<file path="config.mk">
export PLATFORM = sky130hd
export DESIGN_NAME = risc_ctrl_flat
export DESIGN_NICKNAME = d
export VERILOG_FILES = /design/src/rtl/risc_ctrl_pkg.sv /design/src/rtl/risc_ctrl_if.sv /design/src/rtl/risc_step_fsm.sv /design/src/rtl/risc_ctrl.sv /design/src/flat_wrapper.sv
export SDC_FILE = /design/constraint.sdc
export NUM_CORES = 1
export LEC_CHECK = 0
export ABC_AREA = 1
export BUFFER_PORTS_ARGS = -buffer_cell sky130_fd_sc_hd__buf_2
export CORE_MARGIN = 2
export CORE_UTILIZATION = 35
export DETAILED_ROUTE_END_ITERATION = 7
export SETUP_SLACK_MARGIN = 0.1
export SLEW_MARGIN = 10
export SYNTH_ARGS = -nofsm -noshare
export SYNTH_HDL_FRONTEND = slang
export SYNTH_HIERARCHICAL = 1
export SYNTH_SLANG_ARGS = --single-unit
</file>
<file path="constraint.sdc">
create_clock -name clk -period 1.4 [get_ports clk]
set_clock_uncertainty 0.15 [all_clocks]
set_input_delay 0.14 -clock clk [delete_from_list [all_inputs] [get_ports clk]]
set_output_delay 0.14 -clock clk [all_outputs]
set_load 0.05 [all_outputs]
</file>
<file path="src/rtl/risc_ctrl_pkg.sv">
// Shared constants for the RISC control block: control-word bit positions,
// parameter limits and the single-step state encoding.
package risc_ctrl_pkg;

  localparam int unsigned DATA_W      = 32;
  localparam int unsigned NIRQ_MAX    = 8;
  localparam int unsigned STEP_W_MAX  = 8;

  localparam int unsigned BIT_GO      = 0;
  localparam int unsigned BIT_CPUINT  = 1;
  localparam int unsigned BIT_FORCE0  = 2;
  localparam int unsigned BIT_SSTEP   = 3;
  localparam int unsigned BIT_SGO     = 4;
  localparam int unsigned BIT_SSTOP   = 5;
  localparam int unsigned PEND_LSB    = 6;
  localparam int unsigned MASK_LSB    = 14;
  localparam int unsigned BIT_BUS_HOG = 22;
  localparam int unsigned CNT_LSB     = 24;

  typedef enum logic [1:0] {
    ST_IDLE    = 2'd0,
    ST_RUN     = 2'd1,
    ST_STOPPED = 2'd2
  } step_state_e;

endpackage

</file>
<file path="src/rtl/risc_ctrl_if.sv">
// Control-register write / status-read bus between the host and risc_ctrl.
interface risc_ctrl_if
  import risc_ctrl_pkg::*;
();

  logic              ctrl_wr;
  logic [DATA_W-1:0] ctrl_wdata;
  logic              stat_rd;
  logic [DATA_W-1:0] stat_rdata;
  logic              stat_oe;

  modport master (
    output ctrl_wr, ctrl_wdata, stat_rd,
    input  stat_rdata, stat_oe
  );

  modport slave (
    input  ctrl_wr, ctrl_wdata, stat_rd,
    output stat_rdata, stat_oe
  );

endinterface

</file>
<file path="src/rtl/risc_step_fsm.sv">
// Single-step controller: runs the CPU for a programmed number of retired
// instructions, then parks in STOPPED until the next step-go.
module risc_step_fsm
  import risc_ctrl_pkg::*;
#(
  parameter int unsigned STEP_W = 8
) (
  input  logic              clk,
  input  logic              reset,
  input  logic              sstep_n,
  input  logic              sgo_wr,
  input  logic [STEP_W-1:0] load_cnt,
  input  logic              instr_done,
  output logic              single_go,
  output logic              sstop,
  output logic [STEP_W-1:0] cnt
);

  step_state_e       state_q, state_n;
  logic [STEP_W-1:0] cnt_q, cnt_n;
  logic [STEP_W-1:0] load_eff;
  logic              single_go_q, sstop_q;

  // A programmed count of zero still executes one instruction.
  assign load_eff = (load_cnt == '0) ? STEP_W'(1) : load_cnt;

  always_ff @(posedge clk or posedge reset) begin
    if (reset) begin
      state_q     <= ST_IDLE;
      cnt_q       <= '0;
      single_go_q <= 1'b0;
      sstop_q     <= 1'b0;
    end else begin
      state_q     <= state_n;
      cnt_q       <= cnt_n;
      single_go_q <= (state_n == ST_RUN);
      sstop_q     <= (state_n == ST_STOPPED);
    end
  end

  always_comb begin
    state_n = state_q;
    cnt_n   = cnt_q;
    case (state_q)
      ST_IDLE: begin
        if (sstep_n && sgo_wr) begin
          state_n = ST_RUN;
          cnt_n   = load_eff;
        end
      end
      ST_RUN: begin
        if (!sstep_n) begin
          state_n = ST_IDLE;
        end else if (instr_done) begin
          cnt_n = cnt_q - STEP_W'(1);
          if (cnt_q == STEP_W'(1)) state_n = ST_STOPPED;
        end
      end
      ST_STOPPED: begin
        if (!sstep_n) begin
          state_n = ST_IDLE;
        end else if (sgo_wr) begin
          state_n = ST_RUN;
          cnt_n   = load_eff;
        end
      end
      default: state_n = ST_IDLE;
    endcase
  end

  assign single_go = single_go_q;
  assign sstop     = sstop_q;
  assign cnt       = cnt_q;

endmodule

</file>
<file path="src/rtl/risc_ctrl.sv">
// RISC control/status register block: run control, host interrupt,
// interrupt pending/mask logic and single-step sequencing.
module risc_ctrl
  import risc_ctrl_pkg::*;
#(
  parameter int unsigned NIRQ   = 5,
  parameter int unsigned STEP_W = 8
) (
  input  logic            clk,
  input  logic            reset,
  risc_ctrl_if.slave      bus,
  input  logic            instr_done,
  input  logic [NIRQ-1:0] irq_in,
  input  logic            halt_req,
  output logic            go,
  output logic            single_step,
  output logic            single_go,
  output logic            bus_hog,
  output logic            cpu_int,
  output logic            irq_out,
  output logic [NIRQ-1:0] irq_pend
);

  if (NIRQ < 1 || NIRQ > NIRQ_MAX) begin : g_bad_nirq
    $error("risc_ctrl: NIRQ out of range");
  end
  if (STEP_W < 1 || STEP_W > STEP_W_MAX) begin : g_bad_step_w
    $error("risc_ctrl: STEP_W out of range");
  end

  logic              go_q, sstep_q, bus_hog_q, cpu_int_q, irq_out_q;
  logic [NIRQ-1:0]   mask_q, pend_q, irq_prev_q;
  logic [DATA_W-1:0] stat_rdata_q;
  logic              stat_oe_q;

  logic              go_n, sstep_n, bus_hog_n;
  logic [NIRQ-1:0]   mask_n, pend_n, pend_set, pend_clr;
  logic [DATA_W-1:0] stat_word;
  logic              sgo_wr, sstop;
  logic [STEP_W-1:0] step_cnt;
  logic              unused_wdata;

  assign unused_wdata = ^bus.ctrl_wdata;

  // Next-state for the control fields; halt beats a same-cycle GO write.
  always_comb begin
    go_n      = go_q;
    sstep_n   = sstep_q;
    bus_hog_n = bus_hog_q;
    mask_n    = mask_q;
    pend_clr  = '0;
    pend_set  = irq_in & ~irq_prev_q;
    if (bus.ctrl_wr) begin
      go_n      = bus.ctrl_wdata[BIT_GO];
      sstep_n   = bus.ctrl_wdata[BIT_SSTEP];
      bus_hog_n = bus.ctrl_wdata[BIT_BUS_HOG];
      mask_n    = bus.ctrl_wdata[MASK_LSB +: NIRQ];
      pend_clr  = bus.ctrl_wdata[PEND_LSB +: NIRQ];
      pend_set[0] = pend_set[0] | bus.ctrl_wdata[BIT_FORCE0];
    end
    if (halt_req) go_n = 1'b0;
    pend_n = (pend_q & ~pend_clr) | pend_set;
  end

  assign sgo_wr = bus.ctrl_wr & bus.ctrl_wdata[BIT_SGO];

  // Status word reflects state before any same-cycle write.
  always_comb begin
    stat_word                      = '0;
    stat_word[BIT_GO]              = go_q;
    stat_word[BIT_SSTEP]           = sstep_q;
    stat_word[BIT_SSTOP]           = sstop;
    stat_word[PEND_LSB +: NIRQ]    = pend_q;
    stat_word[MASK_LSB +: NIRQ]    = mask_q;
    stat_word[BIT_BUS_HOG]         = bus_hog_q;
    stat_word[CNT_LSB +: STEP_W]   = step_cnt;
  end

  always_ff @(posedge clk or posedge reset) begin
    if (reset) begin
      go_q         <= 1'b0;
      sstep_q      <= 1'b0;
      bus_hog_q    <= 1'b0;
      cpu_int_q    <= 1'b0;
      irq_out_q    <= 1'b0;
      mask_q       <= '0;
      pend_q       <= '0;
      irq_prev_q   <= '0;
      stat_rdata_q <= '0;
      stat_oe_q    <= 1'b0;
    end else begin
      go_q         <= go_n;
      sstep_q      <= sstep_n;
      bus_hog_q    <= bus_hog_n;
      cpu_int_q    <= bus.ctrl_wr & bus.ctrl_wdata[BIT_CPUINT];
      irq_out_q    <= |(pend_n & mask_n);
      mask_q       <= mask_n;
      pend_q       <= pend_n;
      irq_prev_q   <= irq_in;
      stat_rdata_q <= bus.stat_rd ? stat_word : '0;
      stat_oe_q    <= bus.stat_rd;
    end
  end

  risc_step_fsm #(.STEP_W(STEP_W)) u_step (
    .clk        (clk),
    .reset      (reset),
    .sstep_n    (sstep_n),
    .sgo_wr     (sgo_wr),
    .load_cnt   (bus.ctrl_wdata[CNT_LSB +: STEP_W]),
    .instr_done (instr_done),
    .single_go  (single_go),
    .sstop      (sstop),
    .cnt        (step_cnt)
  );

  assign go             = go_q;
  assign single_step    = sstep_q;
  assign bus_hog        = bus_hog_q;
  assign cpu_int        = cpu_int_q;
  assign irq_out        = irq_out_q;
  assign irq_pend       = pend_q;
  assign bus.stat_rdata = stat_rdata_q;
  assign bus.stat_oe    = stat_oe_q;

endmodule
</file>
<file path="src/flat_wrapper.sv">
// flat-port wrapper written by rule: the top's interface ports become plain ports
module risc_ctrl_flat import risc_ctrl_pkg::*;
#(
  parameter int unsigned NIRQ   = 5,
  parameter int unsigned STEP_W = 8
)
  (clk, reset, instr_done, irq_in, halt_req, go, single_step, single_go, bus_hog, cpu_int, irq_out, irq_pend, bus_ctrl_wr, bus_ctrl_wdata, bus_stat_rd, bus_stat_rdata, bus_stat_oe);
  risc_ctrl_if bus_i ();
  input  logic clk;
  input  logic reset;
  input  logic instr_done;
  input  logic [NIRQ-1:0] irq_in;
  input  logic halt_req;
  output logic go;
  output logic single_step;
  output logic single_go;
  output logic bus_hog;
  output logic cpu_int;
  output logic irq_out;
  output logic [NIRQ-1:0] irq_pend;
  input wire logic [$bits(bus_i.ctrl_wr)-1:0] bus_ctrl_wr;
  input wire logic [$bits(bus_i.ctrl_wdata)-1:0] bus_ctrl_wdata;
  input wire logic [$bits(bus_i.stat_rd)-1:0] bus_stat_rd;
  output wire logic [$bits(bus_i.stat_rdata)-1:0] bus_stat_rdata;
  output wire logic [$bits(bus_i.stat_oe)-1:0] bus_stat_oe;
  assign bus_i.ctrl_wr = bus_ctrl_wr;
  assign bus_i.ctrl_wdata = bus_ctrl_wdata;
  assign bus_i.stat_rd = bus_stat_rd;
  assign bus_stat_rdata = bus_i.stat_rdata;
  assign bus_stat_oe = bus_i.stat_oe;
  risc_ctrl #(.NIRQ(NIRQ), .STEP_W(STEP_W)) u_core (.clk(clk), .reset(reset), .bus(bus_i), .instr_done(instr_done), .irq_in(irq_in), .halt_req(halt_req), .go(go), .single_step(single_step), .single_go(single_go), .bus_hog(bus_hog), .cpu_int(cpu_int), .irq_out(irq_out), .irq_pend(irq_pend));
endmodule
</file>
**Word level (Yosys, flattened, before mapping)**

Index checks and enable logic that the tools add are counted.

- Register bits: 65
- Input bits: 43
- Output and inout port bits: 44
- Word-level logic and storage cells: 62

- Add/subtract/negate cells: 1
- Eq/ne operators: 10
- Mux-type cells: 21
- Bitwise gates (word level): 9
- Reductions and logical operators: 7

Operators with widths:

| cell | number |
|---|---|
| 8-bit two-way mux | 6 |
| 32-bit two-way mux | 1 |
| 8-bit case mux with 3 select lines | 1 |
| 5-bit AND | 3 |
| 2-bit two-way mux | 6 |
| 5-bit two-way mux | 2 |
| 5-bit inverter | 2 |
| 8-bit by 1-bit == test with 1-bit output (second input constant) | 1 |
| 8-bit zero test | 1 |
| 8-bit by 1-bit subtractor with 8-bit output (second input constant) | 1 |
| 2-bit inequality test (second input constant) | 3 |
| 2-bit case mux with 3 select lines | 1 |
| 6-bit AND reduction | 1 |
| 5-bit OR | 1 |
| 5-bit OR reduction | 1 |
| 2-bit by 1-bit == test with 1-bit output (second input constant) | 2 |
| 2-bit == test (second input constant) | 2 |
| 1-bit two-way mux | 4 |
| 2-bit by 1-bit inequality test with 1-bit output (second input constant) | 2 |
| 3-bit nonzero test | 1 |
| 1-bit AND | 2 |
| 2-bit zero test | 1 |
| 2-bit nonzero test | 1 |
| 1-bit logical AND | 1 |
| 1-bit OR | 1 |

**Depth between registers and ports, before layout**

Gate-level depths: netlist of the first run.

- Depth in word-level cells: 7
- Depth in mapped cells: 10
- Depth with buffers taken out: 9

**Cells and area by module**

Netlist of the first run, hierarchy kept.

Modules (own cells, without submodules):

| module | times used | cells an instance | area an instance (um^2) | seq. area each (um^2) |
|---|---|---|---|---|
| risc_ctrl | 1 | 169 | 1667.8 | 1076.0 |
| risc_step_fsm | 1 | 106 | 769.5 | 300.3 |

**Least setup slack after synthesis of the first run**

OpenSTA, ideal clock, no wires.

- Kind: register to register
- From: reg u_core.sstep_q (netlist: u_core/single_step)
- To: reg u_core.u_step.cnt_q[4] (netlist: u_core/u_step/cnt[4])
- Setup time: 0.121 ns
- Arrival: 1.403 ns
- Required time: 1.129 ns
- Slack: -0.274 ns
- Cell stages (with the launch flop): 8
- Path buffers: 0
- Clock period less this slack: 1.674 ns
- Path through: dfrtp_1 -> nand2_1 -> nand2_1 -> nand3_1 -> nand2_4 -> o21ai_0 -> nand2_1 -> o21ai_1

- Cells in the longest elaborated chain, start to end: 4
- Elaborated cells between the ends (all ways): 6
- Those cells by class: eq/ne (3); mux (1); reduce/logical (2)

RTL lines:

| item | line | text |
|---|---|---|
| from (decl) | risc_ctrl.sv:31 | `logic go_q, sstep_q, bus_hog_q, cpu_int_q, irq_out_q;` |
| from (signal assigned) | risc_ctrl.sv:93 | `sstep_q <= sstep_n;` |
| 1-bit two-way mux * | risc_ctrl.sv:53 | `if (bus.ctrl_wr) begin` |
| named net u_core.sstep_n | risc_ctrl.sv:36 | `logic go_n, sstep_n, bus_hog_n;` |
| 1-bit logical AND | risc_step_fsm.sv:46 | `if (sstep_n && sgo_wr) begin` |
| 2-bit inequality test (no source line) | - |  |
| 6-bit AND reduction (no source line) * | - |  |
| to (signal assigned) | risc_step_fsm.sv:35 | `cnt_q <= cnt_n;` |
| to (decl) | risc_step_fsm.sv:20 | `logic [STEP_W-1:0] cnt_q, cnt_n;` |

The timed path passes the listed nets; every way through them passes the cells marked *.
A chain may end at the register's enable or synchronous reset.

**Worst setup path in the final report of the first run**

- From: reg u_core.u_step.state_q[1]
- To: reg u_core.u_step.cnt_q[3] (netlist: u_core/u_step/cnt[3])

- Cells in the longest elaborated chain, start to end: 3
- Elaborated cells between the ends (all ways): 11
- Those cells by class: eq/ne (7); mux (1); reduce/logical (3)

RTL lines:

| item | line | text |
|---|---|---|
| from (decl) | risc_step_fsm.sv:19 | `step_state_e state_q, state_n;` |
| from (signal assigned) | risc_step_fsm.sv:34 | `state_q <= state_n;` |
| 2-bit by 1-bit == test with 1-bit output (tied with other cells) | risc_step_fsm.sv:44 | `case (state_q)` |
| 2-bit by 1-bit inequality test with 1-bit output (no source line) (tied with other cells) | - |  |
| 6-bit AND reduction (no source line) | - |  |

Several ways; a longest one is shown, not always the timed one.

==> impl_results.md, run 1 <==
* Run status: finished, violations left
* Failing checks: setup timing
* Worst EP required at approximately 1.5 ns
* Met1 Usage GRT at between 10% and 20%
* Core Region at between 6000 and 7000 sq um
* First-pass GRT wire length at 8630 um
* Final wirelength at around 5400 um
* Dpl hpwl at 3620 um
* Share of the core filled with cells at 50.0%
* Global routing usage on met2 at 24.8%
* CP bufs+invs at 1
* Synth Area in Compound Gates at 3.64%
* Register area at 1380 sq um
* Top Ports at 87
* Fill count at between 600 and 700
* Startpoint types: register
* Most common cell after layout, fill and taps aside: nand2_1
* Endpoint class of the critical path: register
* Final Hold Viols at 0
* Clk Latency, worst-skew pair at 0.31 ns
* CTS Buf Count at 5
* Chip height at 87.5 um
* Min Tclk post-route at 1.41 ns
* Multi-input gate area at approximately 890 sq um
* Initial Util at 36.1%
* CTS tree: yes
* Power per cell area at around 1300 nW/um^2
* H-tree depth at 2
* Critical path's slowest cell: dfrtp_1
* Initial antenna violation count at 0
* Clock transition at path regs at 0.11 ns
* Arrival @ worst endpoint at 1.46 ns
* Number of global-route vias before repair at 1906
* Die area at 7650 sq um
* First-pass DRT Iterations at 4
* Synth Cell Area at 2440 sq um
* Worst slew margin at 65.4%
* Layout cells sized above 1 at 33.5%
* CP max stage delay at 0.42 ns
* Ys flop type: dfrtp_1
* Period utilisation layout at 100%
* Via density at 4.34
* Final-report max-slew violation count at 0
* VDD IR max at approximately 0.00055 V
* GRT Total Usage at 14.5%
* Netlist cell types at 27
* DRC at 0
* Setup WS pre-CTS at -0.0120 ns
* CP top delay family: simple AND/OR/NAND/NOR gates
* Crit-path cells: nor2_4 -> nand3_4 -> nand2_8 -> clkinv_8 -> a21oi_2 -> nor2_1
* GR peak layer: met2
* EDFF count, synth at 0
* Maxcap violations at 0
* Crit-path max FO at 8
* RSZ-0062 raised after global routing: yes
* Warnings from Yosys at 6
* Final instance area at 3380 sq um
* Post-synthesis simple-gate area fraction at 26.0%
* Synth Area in Adders at a little over 1%
* Row cnt at 30
* Critical path type: register to register
* Setup ws final at -0.00520 ns
* Gpl congestion at ~0.85
* Final setup violation count at 1
* #FFs+latches synth at 55
* Antenna fix cells at 0
* Pleak at between 0.0015 and 0.002 uW
* PortBufs at just under 70
* Worst-margin pin slew at 0.518 ns
* Met3 Resource Use GR at 2.56%
* Largest family of logic cells by synthesized area: simple AND/OR/NAND/NOR gates
* Async set-reset flop share out of synthesis at 100%
* Gr ovfl total at 0
* Avg WL per Cell at 11.5 um
* Setup total negative slack at -0.00520 ns
* Die W at 87.5 um
* Post-place instance area at 2890 sq um
* Deepest clock path buffer count at 2
* Most frequent cells in the layout: nand2_1, buf_2, dfrtp_1
* XOR/XNOR share of the synthesized area at 0%
* FMAX at 712 MHz
* Drt first-iter violations at 83
* Largest net degree at the start of global routing at 44
* Antenna-violating nets left at 0
* Fin nets at 429
* Root Buffer: clkbuf_8
* Cells after Synth at 275
* Post-synthesis mux area share at 0%
* Seq/Total Area, Yosys at 56.5%
* Mapped Avg Cell Area at 8.86 sq um
* Synth-to-Final Area Change at 38.5%
* Worst min-delay path class: input pin to register
* Via count at about 2000
* Clk sinks at 55
-- through the flow --
step | hold slack (ns) | instances | total power (uW)
3_3_place_gp | 0.0453 | 427 | 3190
3_5_place_dp | 0.0446 | 427 | 3210
6_report | 0.0160 | 465 | 4300
5_1_grt | 0.0201 | 465 | 4580
2_1_floorplan | -0.145 | 284 | 2850
4_1_cts | 0.00292 | 463 | 4300
-- worst reg2reg max path, cell delays in order (launching register included) --
cell and delay (ns):
dfrtp_1 0.42, nor2_4 0.25, nand3_4 0.14, nand2_8 0.11, clkinv_8 0.08, a21oi_2 0.10, nor2_1 0.05
-- per-layer routing --
metal  vias to the layer above  wire [um]
met5                         -          0
met4                         0         74
met3                         7        302
met2                        69       2690
met1                       926       2290
li1                       1016          -
-- kinds of logic (layout without fill, tap and decap cells) --
| kind of cell | count (synthesis) | in the layout |
|---|---|---|
| AO/OA/AOI/OAI | 16 | 16 |
| adder cells (fa/ha/maj) | 2 | 2 |
| buffers and inverters | 62 | 162 |
| flip-flops | 55 | 55 |
| other | 1 | 10 |
| AND/OR/NAND/NOR | 139 | 140 |
-- report_power, final --
part           internal (uW)  total [uW]  switching, uW
clock                    366         909            543
combinational            479        1470            991
sequential              1790        1920            133
-- flip-flops by register name (all words and copies together) (netlist names) --
register                 cells
u_core/irq_pend              5
u_core/mask_q                5
u_core/irq_out               1
u_core/u_step/single_go      1
u_core/single_step           1
u_core/bus_hog               1
u_core/irq_prev_q            5
u_core/u_step/cnt            8
u_core/cpu_int               1
u_core/bus.stat_oe           1
u_core/bus.stat_rdata       22
u_core/go                    1
u_core/u_step/state_q        2
u_core/u_step/sstop          1
-- path summary, 6_finish.rpt --
kind	slack, ns	startpoint	cells after the start	endpoint
max reg2reg	-0.005	u_core/u_step/state_q[1]	6	u_core/u_step/cnt[3]
min reg2reg	0.29	u_core/u_step/sstop	2	u_core/bus.stat_rdata[5]
max	-0.005	u_core/u_step/state_q[1]	6	u_core/u_step/cnt[3]
max in group asynchronous	0.45	reset	3	u_core/u_step/cnt[3]
min in group asynchronous	0.26	reset	4	u_core/irq_pend[0]
min	0.02	bus_stat_rd	1	u_core/bus.stat_oe
-- layout make-up --
type	count	area share (%)
multi-input combinational	168	26.2
inverter	47	5.60
tap	80	2.97
clock buffer	5	2.04
sequential	55	40.8
timing repair buffer	107	21.6
clock inverter	3	0.741
-- repair_timing --
action	4_1_cts	5_1_grt
hold buffers	24	0
buffers inserted	4	1
hold endpoints to repair	76	0
endpoints found under the setup margin	10	13
pin swaps	6	8
resized for setup	16	11
gates cloned	0	1
-- synthesized netlist by cell type, types with 4 or more instances --
master	count	area, sq um
buf_4	10	75.1
nand2_4	5	56.3
nand2_1	88	330
o21ai_0	11	55.1
dfrtp_1	55	1380
nor2_2	4	25.0
nand2_2	6	37.5
nand3_1	11	55.1
nor2_1	18	67.6
inv_1	44	165
Power figures use the tool's default switching activity.
==> run 2, diff against run 1 <==
CORE_UTILIZATION = 40   (was 35)
PLACE_DENSITY = 0.69   (was unset)
==> run 2 against run 1 <==
Effect of this change: the flow finishes with violations (hold timing); critical path depth is 1 higher; critical endpoint is now u_core/u_step/cnt[5]; highest routed layer unchanged; core utilization rose by 7.7 points; routed wire length grew 1.9%; combinational power about the same; setup slack gained 0.035 ns; sequential cell count did not move; via count up 2.2%; worst hold slack lost 0.036 ns; total power increased by 4.2%; cell area up 1.1%.
==> impl_results.md, run 2 (same netlist as run 1, synthesis figures left out) <==
* Run status: finished, violations left
* Failing checks: hold timing
* Endpoint class of the critical path: register
* Setup total negative slack at 0 ns (+0.00520 ns)
* DRC at 0 (unchanged)
* RSZ-0062 raised after global routing: yes
* Startpoint types: register
* Via density at 4.46 (+2.7%)
* Reg2Reg Capture Point: u_core/u_step/cnt[5]
* Clk Latency, worst-skew pair at 0.30 ns (about the same)
* Antenna fix cells at 0 (unchanged)
* Clk sinks at 55 (unchanged)
* Deepest clock path buffer count at 2 (unchanged)
* Number of global-route vias before repair at 1884 (-1.2%)
* Worst EP required at 1.45 ns (about the same)
* Max FFs per register at 22 (unchanged)
* Synth-to-Final Area Change at 40.1%
* Layout cells sized above 1 at 35.1% (+1.5 points)
* Die W at 82.1 um (-6.2%)
* R2R setup slack at 0.03 ns (+0.03 ns)
* Gr ovfl total at 0 (unchanged)
* Power per cell area at 1310 nW/um^2 (+3.0%)
* Power, Total at 4480 uW (+4.2%)
* Worst min-delay path class: input pin to register
* Maxcap violations at 0 (unchanged)
* Avg WL per Cell at 11.8 um (+2.3%)
* Arrival @ worst endpoint at 1.42 ns (-0.04 ns)
* Largest net degree at the start of global routing at 28 (-36%)
* Core Region at 5920 sq um (-12%)
* CTS Buf Count at 5 (unchanged)
* Top Ports at 87 (unchanged)
* Crit-path max FO at 3 (-5)
* Register area at 1380 sq um (about the same)
* First-pass GRT wire length at 8360 um (-3.1%)
* Row cnt at 28 (-6.7%)
* Hold Path Origin: bus_ctrl_wdata[3]
* FMAX at 730 MHz (+2.5%)
* Fin nets at 432 (+0.70%)
* Pleak at 0.00196 uW (+1.4%)
* Dpl hpwl at 3630 um (+0.22%)
* Clock transition at path regs at 0.10 ns (about the same)
* Post-place instance area at 2870 sq um (-0.82%)
* Period utilisation layout at 97.9% (-2.5 points)
* Hold EP: u_core/single_step
* Final instance area at 3410 sq um (+1.1%)
* GRT Total Usage at 16.5% (+2.1 points)
* First-pass DRT Iterations at 4 (unchanged)
* Multi-input gate area at 896 sq um (+1.1%)
* Reg-to-reg critical path startpoint: u_core/u_step/cnt[1]
* Final-report max-slew violation count at 0 (unchanged)
* Critical path type: register to register
* Via count at 2063 (+2.2%)
* CTS tree: yes
* Final Hold Viols at 1 (+1)
* Initial antenna violation count at 0 (unchanged)
* VDD IR max at 0.000606 V (+11%)
* H-tree depth at 2 (unchanged)
* Die area at 6730 sq um (-12%)
* Worst Setup SP: u_core/u_step/cnt[1]
* Initial Util at 41.2% (+5.1 points)
* Hold Slack at -0.0197 ns (-0.0358 ns)
* PortBufs at 68 (unchanged)
* FF-to-FF path depth at 7 (+1)
* Fill count at 518 (-18%)
* Drt first-iter violations at 100 (+20%)
* Final wirelength at 5460 um (+1.9%)
* Chip height at 82.1 um (-6.2%)
* Most common cell after layout, fill and taps aside: nand2_1
* Most frequent cells in the layout: nand2_1, buf_2, dfrtp_1
* Antenna-violating nets left at 0 (unchanged)
* Worst Hold Path Cells at 3 (+2)
* Final setup violation count at 0 (-1)
* Root Buffer: clkbuf_8
* Cts-stage hold buffer count at 24 (unchanged)
* Gpl congestion at 0.833 (-1.5%)
* Min Tclk post-route at 1.37 ns (-0.0346 ns)
==> run 2: cell types whose count changed in the layout (fill, tap and decap cells not counted), moves of 3 or more <==
| cell | before | now |
|---|---|---|
| nand2_2 | 6 | 9 |
| o21ai_0 | 7 | 2 |
| o21ai_1 | 3 | 9 |
| buf_2 | 67 | 64 |
| clkbuf_4 | 1 | 4 |
| nand2_1 | 86 | 83 |
==> run 2: worst max-delay path by stage <==
stage | end | cells past startpoint
after floorplan | u_core/u_step/cnt[3] | 7
after global placement | u_core/u_step/cnt[6] | 9
after detailed placement | u_core/u_step/cnt[6] | 9
after CTS | u_core/u_step/cnt[6] | 9
after global routing | u_core/u_step/cnt[5] | 7
final | u_core/u_step/cnt[5] | 7
==> run 2: per-stage QoR <==
step	utilization (%)	std cells	setup slack, ns
final	57.7	463	0.0294
after global routing	57.7	463	-0.0603
after CTS	55.8	458	0.0416
after detailed placement	48.5	423	-0.0499
after global placement	48.5	423	-0.0147
after floorplan	-	284	-0.0220
==> run 2: critical path, stage by stage, from the launching register on <==
cell and delay (ns):
dfrtp_1 0.40, buf_4 0.14, nor2_1 0.10, nand2_1 0.13, o21ai_1 0.15, nand3_1 0.08, nand2_1 0.06, nand2_1 0.04
==> run 2: what timing repair did <==
item,in CTS,in global routing
gates cloned,1,1
pin swaps,4,9
setup buffers,2,4
endpoints found under the hold margin,77,1
setup endpoints to repair,12,15
resized for setup,17,23
==> run 2: area by class of cell <==
class | instances | area share (%)
clock buffer | 5 | 2.02
clock inverter | 3 | 1.36
inverter | 47 | 5.39
multi-input combinational | 169 | 26.2
sequential | 55 | 40.4
tap | 75 | 2.75
timing repair buffer | 109 | 21.8
==> run 2: where the power goes <==
group          total, uW  leakage, uW  switching [uW]  internal [uW]
clock network       1070    0.0000548             531            539
registers           1930     0.000683             137           1790
logic               1480      0.00122             996            489
==> run 2: routing by layer <==
metal	wire, um	up-vias	GRT usage [%]
met5	0	-	0
met4	84	0	6.50
met3	305	8	3.63
met2	2670	69	27.7
met1	2400	954	20.8
li1	-	1032	-
